<file path="src/rtl/bcd_chain_counter.sv">
// Multi-digit base-N up/down counter with synchronous load, programmable terminal
// value, wrap or saturate at terminal, registered terminal pulse and at-limit flag.
module bcd_chain_counter #(
  parameter int BASE             = 10,
  parameter int NUMBER_OF_NYBLES = 4,
  parameter int SATURATE         = 0
) (
  input  logic                          clk,
  input  logic                          rst,
  input  logic                          enable,
  input  logic                          up_down,
  input  logic                          load,
  input  logic [4*NUMBER_OF_NYBLES-1:0] numberIn,
  input  logic [4*NUMBER_OF_NYBLES-1:0] limit,
  output logic [4*NUMBER_OF_NYBLES-1:0] numberOut,
  output logic                          threshold,
  output logic                          at_limit
);

  localparam int W = 4 * NUMBER_OF_NYBLES;
  localparam logic [3:0] MAX_DIGIT = 4'(BASE - 1);

  logic [W-1:0] cnt_q, cnt_d;
  logic [W-1:0] load_clamped, limit_clamped;
  logic [W-1:0] cnt_inc, cnt_dec;
  logic         thr_q, thr_d;
  logic         at_lim_q, at_lim_d;
  logic         carry, borrow;

  always_comb begin
    load_clamped  = '0;
    limit_clamped = '0;
    for (int unsigned i = 0; i < NUMBER_OF_NYBLES; i++) begin
      load_clamped[4*i +: 4]  = (numberIn[4*i +: 4] > MAX_DIGIT) ? MAX_DIGIT : numberIn[4*i +: 4];
      limit_clamped[4*i +: 4] = (limit[4*i +: 4] > MAX_DIGIT) ? MAX_DIGIT : limit[4*i +: 4];
    end
  end

  // Ripple carry/borrow across digits; a digit only moves while all lower digits roll.
  always_comb begin
    cnt_inc = '0;
    cnt_dec = '0;
    carry   = 1'b1;
    borrow  = 1'b1;
    for (int unsigned i = 0; i < NUMBER_OF_NYBLES; i++) begin
      if (carry) begin
        if (cnt_q[4*i +: 4] == MAX_DIGIT) begin
          cnt_inc[4*i +: 4] = 4'd0;
        end else begin
          cnt_inc[4*i +: 4] = cnt_q[4*i +: 4] + 4'd1;
          carry = 1'b0;
        end
      end else begin
        cnt_inc[4*i +: 4] = cnt_q[4*i +: 4];
      end
      if (borrow) begin
        if (cnt_q[4*i +: 4] == 4'd0) begin
          cnt_dec[4*i +: 4] = MAX_DIGIT;
        end else begin
          cnt_dec[4*i +: 4] = cnt_q[4*i +: 4] - 4'd1;
          borrow = 1'b0;
        end
      end else begin
        cnt_dec[4*i +: 4] = cnt_q[4*i +: 4];
      end
    end
  end

  // Packed 4-bit digit fields compare numerically MSB-first, so a plain
  // vector compare gives the digit-wise ordering.
  always_comb begin
    cnt_d = cnt_q;
    thr_d = 1'b0;
    if (load) begin
      cnt_d = load_clamped;
    end else if (enable) begin
      if (up_down) begin
        if (cnt_q >= limit_clamped) begin
          thr_d = 1'b1;
          cnt_d = (SATURATE != 0) ? cnt_q : '0;
        end else begin
          cnt_d = cnt_inc;
        end
      end else begin
        if (cnt_q == '0) begin
          thr_d = 1'b1;
          cnt_d = (SATURATE != 0) ? '0 : limit_clamped;
        end else begin
          cnt_d = cnt_dec;
        end
      end
    end
    at_lim_d = (cnt_d == limit_clamped);
  end

  always_ff @(posedge clk or negedge rst) begin
    if (!rst) begin
      cnt_q    <= '0;
      thr_q    <= 1'b0;
      at_lim_q <= 1'b0;
    end else begin
      cnt_q    <= cnt_d;
      thr_q    <= thr_d;
      at_lim_q <= at_lim_d;
    end
  end

  assign numberOut = cnt_q;
  assign threshold = thr_q;
  assign at_limit  = at_lim_q;

endmodule
</file>
<file path="config.mk">
export PLATFORM = sky130hd
export DESIGN_NAME = bcd_chain_counter
export DESIGN_NICKNAME = d
export VERILOG_FILES = /design/src/rtl/bcd_chain_counter.sv
export SDC_FILE = /design/constraint.sdc
export NUM_CORES = 1
export LEC_CHECK = 0
export CORE_MARGIN = 4
export CORE_UTILIZATION = 50
export CTS_BUF_LIST = sky130_fd_sc_hd__clkbuf_8
export DETAILED_ROUTE_END_ITERATION = 16
export PLACE_DENSITY = 0.76
export SLEW_MARGIN = 15
export SYNTH_ARGS = -nofsm -noshare
export SYNTH_HDL_FRONTEND = slang
export SYNTH_SLANG_ARGS = --single-unit
</file>
<file path="constraint.sdc">
create_clock -name clk -period 5.12 [get_ports clk]
set_input_delay 0.768 -clock clk [delete_from_list [all_inputs] [get_ports clk]]
set_output_delay 0.768 -clock clk [all_outputs]
set_load 0.01 [all_outputs]
</file>
==> results.yml, run 1 <==
sta:
  finClkSkew_ps: 11.0
  rsz0062_at_grt: "false"
  hold_viol: 0
  finalSetupViolations: 0
  max_freq_ghz: 0.224
  tns_ps: 0
  finalCritPeriodShare_pct: 87.3
  final.min_clock_period_ps: 4470
  slew_headroom_pct: 30.2
  fin_ws_ps: 649
  worst_pin_slew_ps: 1040
  finalMaxSlewViolations: 0
power:
  p_leak_nw: 1.51
  p_per_area_nw_per_um2: 197
  p_int_mw: 0.402
  p_sw_mw: 0.334
  clock_power_share_pct: 18.4
  power_frac_seq_pct: 27.9
  peakVddDrop_v: 0.000127
  p_comb_share_pct: 53.7
  p_sw_share_pct: 45.3
global_routing:
  antenna_found_initial: 0
  grt_pass1_vias: 3497
  track_usage_pct: 31.6
  grt_max_degree: 19
  grt-ovfl-total: 0
  grt_pass1_wl_mm: 18.5
synthesis:
  yosys.area_share.simple_pct: 32.1
  syn_avg_cell_area_um2: 7.34
  synth_compound_area_share_pct: 31.1
  syn_area_um2: 3090
  synthDistinctLibCells: 74
  ys_ff_latch: 18
  yosys_most_used_dff: "dfrtp_1"
  synth_edf_count: 0
  yosysWarnings: 0
  ys_seq_area_share_pct: 14.6
  synth_xor_area_share_pct: 1.98
  synth_mux_area_share_pct: 2.03
  synth_top_family_by_area: "simple AND/OR/NAND/NOR gates"
  synth_fp_nets: 486
  synthArstFlopShare_pct: 100
  synth_fa_ha_area_share_pct: 11.3
  syn-instance-count: 421
hold_path:
  hold_path.class: "reg -> reg"
  hold_path_startpoint: "numberOut[0]"
  min_path_cells: 2
  holdPathEnd: "numberOut[0]"
route:
  via_per_inst: 6.78
  route.vias.total: 3680
  first_pass_iters: 5
  drt_iter0_markers: 384
  wl_per_cell_um: 21.4
  routed_wl_mm: 11.6
  drcViolationCount: 0
  ant_nets: 0
worst_setup_path:
  crit_path_frequent_cell: "nand2b_1"
  r2r_end: "at_limit"
  critical-path-top-delay-family: "compound AO/OA/AOI/OAI gates"
  critPathRequiredTime_ps: 5300
  cp_cell_sequence: "clkdlybuf4s50_1 -> o21ai_0 -> nand2b_1 -> ha_1 -> nand2b_1 -> a2111oi_1 -> buf_4 -> nor4b_2 -> nor3_4 -> and3_1 -> o311ai_0 -> a2111oi_0 -> nand4_1 -> a2111oi_2"
  cp-start-kind: "input pin"
  max_stage_delay_ps: 540
  path_buf_inv: 2
  r2r_start: "numberOut[8]"
  cp_slowest_cell: "clkdlybuf4s50_1"
  cp.arrival_ps: 4650
  crit_path_end_kind: "flip-flop"
  path_class: "in -> reg"
  cp_max_fo: 8
  r2r_cells: 11
  rrSetupSlack_ps: 1320
die:
  coreArea_um2: 5960
  die_w_um: 86.6
  rows: 28
  die_y_um: 86.6
  ios: 55
  initial_core_util_pct: 51.9
  die_area_um2: 7500
clock_tree:
  holdBufCountCts: 0
  cts_resized: 0
  cts_max_level: 1
  root_buffer: "clkbuf_8"
  cts_inserted_buffers: 3
  clk_latency_ps: 280
  cts_tree: "done"
  clockBufferDepth: 2
  clk_pin_slew_worst_paths_ps: 90
  postCtsSetupBuffers: 0
  clkSinkCount: 18
final_layout:
  postLayoutCoreUtil_pct: 62.9
  n_antenna_cell: 0
  area_growth_syn_to_layout_pct: 21.2
  layout_commonest_cell: "clkdlybuf4s50_1"
  fillerInstances: 584
  drive_gt1_share_pct: 8.12
  fin_cells: 543
  final_cell_mix: "clkdlybuf4s50_1, nor2_1, nand2_1, o21ai_0, a21oi_1"
  final_nets: 534
job:
  cap_violations: 0
placement:
  dp.cells: 539
  preCtsSetupSlack_ps: 431
  post-dp-hpwl_mm: 8.75
  io_buffers: 54
  routabilityCongestion: 1.02
status:
  status: "complete, no violations"
## metrics by stage
step / cell area [um^2] / total power [mW] / hold WS, ps
6_report: 3740 / 0.736 / 835
5_1_grt: 3740 / 0.786 / 912
4_1_cts: 3740 / 0.728 / 831
3_5_place_dp: 3690 / 0.591 / 817
3_3_place_gp: 3690 / 0.589 / 805
2_1_floorplan: 3090 / 0.441 / 472
## how the worst max path moves through the flow
stage               from  endpoint  slack (ps)  cells past startpoint
6_report        limit[3]  at_limit         650                     14
5_1_grt        limit[15]  at_limit         400                     13
2_1_floorplan  limit[15]  at_limit        1480                     13
3_5_place_dp    limit[3]  at_limit         430                     14
3_3_place_gp    limit[3]  at_limit         450                     14
4_1_cts         limit[3]  at_limit         710                     14
## cell families after synthesis
kind of cell,after synthesis
and+or+nand+nor,176
xor gates and xnor gates,7
DFF,18
AOI/OAI and AO/OA,139
adders and majority gates,28
buffers and inverters,47
muxes,6
## layout make-up
type | instances | area, um^2 | area share [%]
Inverter | 25 | 93.8 | 2.51
Timing Repair Buffer | 65 | 623 | 16.6
Tap cell | 75 | 93.8 | 2.51
Clock buffer | 4 | 55.1 | 1.47
Sequential cell | 18 | 450 | 12.0
Multi-Input combinational cell | 356 | 2430 | 64.8
## per-layer routing
metal / share of wire (%) / global-route usage [%] / up-vias
met5: 0 / 0 / -
met4: 3.1 / 12.0 / 0
met3: 10 / 3.90 / 34
met2: 45 / 48.5 / 260
met1: 42 / 44.9 / 1716
li1: - / - / 1670
## state kept, by name, indices dropped and copies added (netlist names)
register and flops:
at_limit 1, numberOut 16, threshold 1
## tightest hold or removal path, stage by stage, from the launching register on
cell and delay (ps):
dfrtp_1 520, a31oi_1 190, o31ai_1 80
## cell usage after synthesis (5+ instances only)
library cell	n	share of area [%]
o21ai_0	34	5.5
nand3_1	11	1.8
and3_1	6	1.2
a21oi_1	30	4.9
nand3b_1	5	1.2
a211oi_1	6	1.5
xor2_1	5	1.4
nor2b_1	10	2.0
nand4_1	6	1.2
nand2_1	34	4.1
nor2_1	41	5.0
a31oi_1	6	1.2
o21a_1	7	1.7
dfrtp_1	18	15
inv_1	25	3.0
ha_1	28	11
nand2b_1	10	2.0
nor3_1	18	2.9
clkbuf_1	13	1.6
## power groups by stage
stage / combinational, mW / sequential (mW) / clock, mW
after floorplan: 0.253 / 0.188 / 0
after global placement: 0.384 / 0.205 / 0
after detailed placement: 0.384 / 0.207 / 0
after CTS: 0.387 / 0.204 / 0.137
after global routing: 0.432 / 0.210 / 0.144
final: 0.395 / 0.205 / 0.135
Power figures use the tool's default switching activity.
==> run 2: changes to the inputs <==
--- a/config.mk
+++ b/config.mk
@@ -10,6 +10,7 @@
 export CTS_BUF_LIST = sky130_fd_sc_hd__clkbuf_8
 export DETAILED_ROUTE_END_ITERATION = 16
 export PLACE_DENSITY = 0.76
+export SKIP_CTS_REPAIR_TIMING = 1
 export SLEW_MARGIN = 15
 export SYNTH_ARGS = -nofsm -noshare
 export SYNTH_HDL_FRONTEND = slang
==> results of run 2 <==
Final layout, timing and power as in run 1 (identical DEF).
